## config.mk

```make
export PLATFORM = sky130hd
export DESIGN_NAME = sd_wb_burst_sel_gen
export DESIGN_NICKNAME = d
export VERILOG_FILES = /design/src/rtl/sd_wb_burst_sel_gen_pkg.sv /design/src/rtl/sd_wb_lane_mask.sv /design/src/rtl/sd_wb_burst_sel_gen.sv
export SDC_FILE = /design/constraint.sdc
export NUM_CORES = 1
export LEC_CHECK = 0
export BUFFER_PORTS_ARGS = -buffer_cell sky130_fd_sc_hd__buf_2
export CAP_MARGIN = 20
export CORE_UTILIZATION = 57
export CTS_CLUSTER_SIZE = 24
export DETAILED_ROUTE_END_ITERATION = 12
export PLACE_DENSITY = 0.86
export RECOVER_POWER = 50
export SLEW_MARGIN = 20
export SYNTH_ARGS = -nofsm -noshare
export SYNTH_HDL_FRONTEND = slang
export SYNTH_SLANG_ARGS = --single-unit
```

## constraint.sdc

```tcl
create_clock -name wb_clk -period 4.3 [get_ports wb_clk]
set_clock_uncertainty 0.05 [all_clocks]
set_input_delay 0.645 -clock wb_clk [delete_from_list [all_inputs] [get_ports wb_clk]]
set_output_delay 0.645 -clock wb_clk [all_outputs]
set_load 0.005 [all_outputs]
```

## src/rtl/sd_wb_burst_sel_gen_pkg.sv

```systemverilog
// Shared types and width helpers for the SD Wishbone burst address/select sequencer.
package sd_wb_pkg;

  typedef enum logic [1:0] {
    ST_IDLE   = 2'd0,
    ST_ACTIVE = 2'd1,
    ST_DONE   = 2'd2
  } state_t;

  // Width of the byte-within-word offset for a given bus width in bits.
  function automatic int ofs_width(input int data_w);
    return $clog2(data_w / 8);
  endfunction

endpackage

```

## src/rtl/sd_wb_lane_mask.sv

```systemverilog
// Byte-lane enable mask for lanes lo..hi inclusive.
// Lane order is big-endian unless SD_WB_SEL_LITTLE_ENDIAN_EN is defined.
module sd_wb_lane_mask
  import sd_wb_pkg::*;
#(
  parameter int BYTES = 4
) (
  input  logic [ofs_width(BYTES*8)-1:0] lo,
  input  logic [ofs_width(BYTES*8)-1:0] hi,
  output logic [BYTES-1:0]              mask
);

  localparam int OFS_W = ofs_width(BYTES * 8);

  always_comb begin
    mask = '0;
    for (int k = 0; k < BYTES; k++) begin
      if ((OFS_W'(k) >= lo) && (OFS_W'(k) <= hi)) begin
`ifdef SD_WB_SEL_LITTLE_ENDIAN_EN
        mask[k] = 1'b1;
`else
        mask[BYTES-1-k] = 1'b1;
`endif
      end
    end
  end

endmodule

```

## src/rtl/sd_wb_burst_sel_gen.sv

```systemverilog
// Wishbone master address / byte-select sequencer for the SD DMA data path.
// Lane order follows sd_wb_lane_mask (SD_WB_SEL_LITTLE_ENDIAN_EN selects little-endian).
module sd_wb_burst_sel_gen
  import sd_wb_pkg::*;
#(
  parameter int DATA_W = 32,
  parameter int ADR_W  = 32,
  parameter int SIZE_W = 12
) (
  input  logic                wb_clk,
  input  logic                rst,
  input  logic                start_i,
  input  logic                abort_i,
  input  logic [ADR_W-1:0]    base_adr_i,
  input  logic [SIZE_W-1:0]   xfersize_i,
  input  logic                beat_ack_i,
  output logic [ADR_W-1:0]    wbm_adr_o,
  output logic [DATA_W/8-1:0] wbm_sel_o,
  output logic                wbm_last_o,
  output logic                busy_o,
  output logic                done_o
);

  localparam int              BYTES   = DATA_W / 8;
  localparam int              OFS_W   = ofs_width(DATA_W);
  localparam logic [SIZE_W:0] BYTES_R = (SIZE_W+1)'(BYTES);

  state_t            state_q, state_n;
  logic [OFS_W-1:0]  ofs_q, ofs_n;
  logic [SIZE_W:0]   rem_q, rem_n;
  logic [ADR_W-1:0]  adr_n;
  logic [OFS_W-1:0]  hi_n;
  logic [BYTES-1:0]  mask_n;

  // Next-beat values; outputs are registered from these so they appear one cycle later.
  always_comb begin
    state_n = state_q;
    ofs_n   = ofs_q;
    rem_n   = rem_q;
    adr_n   = wbm_adr_o;
    case (state_q)
      ST_ACTIVE: begin
        if (abort_i) begin
          state_n = ST_IDLE;
        end else if (beat_ack_i) begin
          if (wbm_last_o) begin
            state_n = ST_DONE;
          end else begin
            adr_n = wbm_adr_o + ADR_W'(BYTES);
            rem_n = rem_q - BYTES_R;
            ofs_n = '0;
          end
        end
      end
      default: begin
        state_n = ST_IDLE;
        if (start_i) begin
          ofs_n   = base_adr_i[OFS_W-1:0];
          adr_n   = {base_adr_i[ADR_W-1:OFS_W], {OFS_W{1'b0}}};
          rem_n   = (SIZE_W+1)'(base_adr_i[OFS_W-1:0]) + (SIZE_W+1)'(xfersize_i);
          state_n = (xfersize_i == '0) ? ST_DONE : ST_ACTIVE;
        end
      end
    endcase
    hi_n = (rem_n >= BYTES_R) ? OFS_W'(BYTES - 1) : (rem_n[OFS_W-1:0] - OFS_W'(1));
  end

  sd_wb_lane_mask #(
    .BYTES (BYTES)
  ) u_lane_mask (
    .lo   (ofs_n),
    .hi   (hi_n),
    .mask (mask_n)
  );

  // Control and output registers
  always_ff @(posedge wb_clk) begin
    if (rst) begin
      state_q    <= ST_IDLE;
      wbm_adr_o  <= '0;
      wbm_sel_o  <= '1;
      wbm_last_o <= 1'b0;
      busy_o     <= 1'b0;
      done_o     <= 1'b0;
    end else begin
      state_q    <= state_n;
      wbm_adr_o  <= adr_n;
      wbm_sel_o  <= (state_n == ST_ACTIVE) ? mask_n : '1;
      wbm_last_o <= (state_n == ST_ACTIVE) && (rem_n <= BYTES_R);
      busy_o     <= (state_n == ST_ACTIVE);
      done_o     <= (state_n == ST_DONE);
    end
  end

  // Transfer bookkeeping carries no reset; it is always loaded by start_i before use.
  always_ff @(posedge wb_clk) begin
    ofs_q <= ofs_n;
    rem_q <= rem_n;
  end

endmodule

```

==> flow_metrics.py <==
metrics = {
    "status": {
        "outcome": "finished clean",
    },
    "floorplanning": {
        "core_area_um2": 5200,
        "die_h_um": 76.3,
        "num_rows": 26,
        "boundaryPins": 88,
        "die_w_um": 76.3,
        "start_util": 0.605,
        "dieArea_um2": 5820,
    },
    "global_route": {
        "grt_overflow": 0,
        "grt_max_degree": 36,
        "met3_usage": 0.0611,
        "grt_use_met2": 0.478,
        "antenna_found_initial": 0,
        "first_global_vias": 3064,
        "grt_pass1_wl_um": 14400,
        "track_usage": 0.304,
        "grt.busiest_layer": "met2",
        "grt_use_met1": 0.414,
    },
    "sta": {
        "finalWorstSetupSlack_ns": 0.924,
        "layout_worst_path_cycle_share": 0.785,
        "slew_headroom": 0.257,
        "hold_ws_ns": 0.444,
        "setup_tns_ns": 0,
        "rsz0062_at_grt": "false",
        "hold_viol": 0,
        "period_minus_slack_ns": 3.38,
        "finalSetupViolCount": 0,
        "drv_slew": 0,
        "tightest_slew_ns": 1.11,
        "fmax_ghz": 0.296,
    },
    "pwr": {
        "combPwrFrac": 0.223,
        "power_density_nw_per_um2": 331,
        "p_seq_frac": 0.493,
        "switching_share": 0.313,
        "p_sw_w": 0.000382,
        "irDropWorstVdd_uv": 172,
        "internal_power_w": 0.000839,
        "p_clk_frac": 0.285,
        "power.leakage_nw": 1.53,
    },
    "flow_run": {
        "cap_violations": 0,
    },
    "cells_and_area": {
        "drive_gt1_frac": 0.222,
        "antenna_cells": 0,
        "area_growth_pct": 17.2,
        "fillers": 432,
        "final_nets": 522,
    },
    "place": {
        "dp_slack_ns": 0.859,
        "gp_congestion": 0.862,
        "dp_hpwl_um": 6160,
        "portBuffers": 85,
    },
    "synth": {
        "syn_inst": 396,
        "synthDistinctLibCells": 62,
        "synth-edff-count": 0,
        "yosys_warnings": 0,
        "synth_commonest_cells": "dfxtp_1, nor2_1, nand2_1, nand3_1, clkbuf_1",
        "synthTopCellsByArea": "dfxtp_1, nor2_1, nand3_1",
        "yosys.area.top_type_share": 0.343,
        "synthArstFlopShare": 0,
        "synth.avg_cell_area_um2": 7.95,
        "synth_seq_cells": 54,
        "yosys.area.top_type": "dfxtp_1",
        "ys_seq_area_frac": 0.343,
        "ys.flop_type": "dfxtp_1",
        "synth_area_um2": 3150,
        "yosysMostFrequentCell": "dfxtp_1",
    },
    "worst_setup_path": {
        "r2r_start": "state_q[0]$_SDFF_PP0_",
        "startpoint_type": "flip-flop",
        "worstPathMaxFanout": 16,
        "arrival_ns": 3.50,
        "worstReg2RegEnd": "wbm_sel_o[0]$_SDFF_PP1_",
        "end_kind": "flip-flop",
        "critical_path_class": "reg -> reg",
        "rrSetupSlack_ns": 0.92,
        "required_ns": 4.43,
        "worstRegToRegCells": 7,
    },
    "drt": {
        "ant_nets": 0,
        "drt-vias-per-instance": 6.22,
        "finalWirelength_um": 8570,
        "drt-wirelength-per-cell_um": 15.9,
        "firstDrtPassIters": 4,
        "drtIter0Drc": 328,
        "route.detailed.drc": 0,
        "dr_total_vias": 3347,
    },
    "clocking": {
        "cts_root_buf": "clkbuf_8",
        "cts-buffers-inserted": 5,
        "ctsLongestPathBuffers": 2,
        "htreeDepth": 2,
        "cts.hold.buffers_added": 0,
        "post_cts_buffers": 0,
        "clk-insertion-delay-late_ns": 0.31,
        "clock_sink_count": 54,
        "cts_tree": "done",
        "clk_pin_slew_worst_paths_ns": 0.10,
        "ctsResizeCount": 0,
    },
    "worst_hold_path": {
        "holdPathStages": 2,
        "hold_class": "reg -> reg",
        "worstHoldStart": "ofs_q[0]$_DFF_P_",
        "min_to": "ofs_q[0]$_DFF_P_",
    },
}
## through the flow
step	std cells	area (µm²)	util	total power [W]
floorplan	397	3150	-	0.000775
global placement	530	3590	0.690	0.000867
detailed placement	530	3590	0.690	0.000881
CTS	538	3710	0.712	0.00122
global route	538	3690	0.709	0.00128
finish	538	3690	0.709	0.00122
## metal layers
layer,wire [µm],vias up
met5,0,-
met4,97,0
met3,632,9
met2,4020,156
met1,3820,1562
li1,-,1620
## area by class of cell
class | instances | area [µm²] | share of cell area
Multi-Input combinational cell | 303 | 1900 | 0.516
Tap cell | 70 | 87.6 | 0.0237
Clock inverter | 3 | 45.0 | 0.0122
Clock buffer | 5 | 68.8 | 0.0187
Inverter | 11 | 41.3 | 0.0112
Timing Repair Buffer | 92 | 462 | 0.125
Sequential cell | 54 | 1080 | 0.293
## critical path, stage by stage, from the launching register on
cell and delay (ns):
dfxtp_1 0.35, nor2b_1 0.88, nand4_2 0.33, and3_1 0.29
a211o_1 0.28, or4_4 0.53, nor4_4 0.37, o2111ai_1 0.15
## cell families (layout without fill, tap and decap cells)
logic type      count (synthesis)  count (layout)  share of synthesized area
compound gates                105             105                      0.231
xor+xnor                       11              11                     0.0306
other cells                     1               2                    0.00119
buf+inv                        40             111                     0.0533
flops                          54              54                      0.343
mux                             8               8                     0.0262
fa+ha+maj                       6               6                     0.0262
simple gates                  171             171                      0.289
## how the worst max path moves through the flow
stage	endpoint	slack, ns	start
finish	wbm_sel_o[0]$_SDFF_PP1_	0.92	state_q[0]$_SDFF_PP0_
global route	wbm_sel_o[0]$_SDFF_PP1_	0.70	state_q[0]$_SDFF_PP0_
CTS	wbm_sel_o[1]$_SDFF_PP1_	1.19	base_adr_i[0]
detailed placement	wbm_sel_o[0]$_SDFF_PP1_	0.86	base_adr_i[0]
global placement	wbm_sel_o[1]$_SDFF_PP1_	0.95	base_adr_i[0]
floorplan	wbm_sel_o[1]$_SDFF_PP1_	1.18	base_adr_i[0]
## state kept, by name, indices dropped and copies added, names as in the netlist
register,flops
wbm_adr_o,30
rem_q,13
wbm_sel_o,4
ofs_q,2
state_q,2
busy_o,1
done_o,1
wbm_last_o,1
## power groups by stage
stage	Combinational [W]	Clock, W	Sequential [W]
after global placement	0.000260	0	0.000608
after detailed placement	0.000270	0	0.000611
after floorplan	0.000173	0	0.000603
after global routing	0.000299	0.000371	0.000610
after CTS	0.000272	0.000350	0.000599
final	0.000272	0.000348	0.000601
## cell usage in the layout (no fill, tap or decap), types with 6 or more instances in the layout
master / netlist / final
and3_1: 17 / 17
xnor2_1: 7 / 7
nand2_1: 31 / 31
a311oi_1: 10 / 10
a21oi_1: 21 / 21
nor3_1: 13 / 13
inv_1: 11 / 11
nand3_1: 27 / 27
buf_4: 2 / 6
clkbuf_1: 22 / 11
o211ai_1: 6 / 6
dfxtp_1: 54 / 54
mux2i_1: 6 / 6
buf_2: 2 / 75
nor2_1: 38 / 38
o21ai_0: 20 / 20
a211oi_1: 12 / 12
nand4_1: 11 / 11
Power figures use the tool's default switching activity.
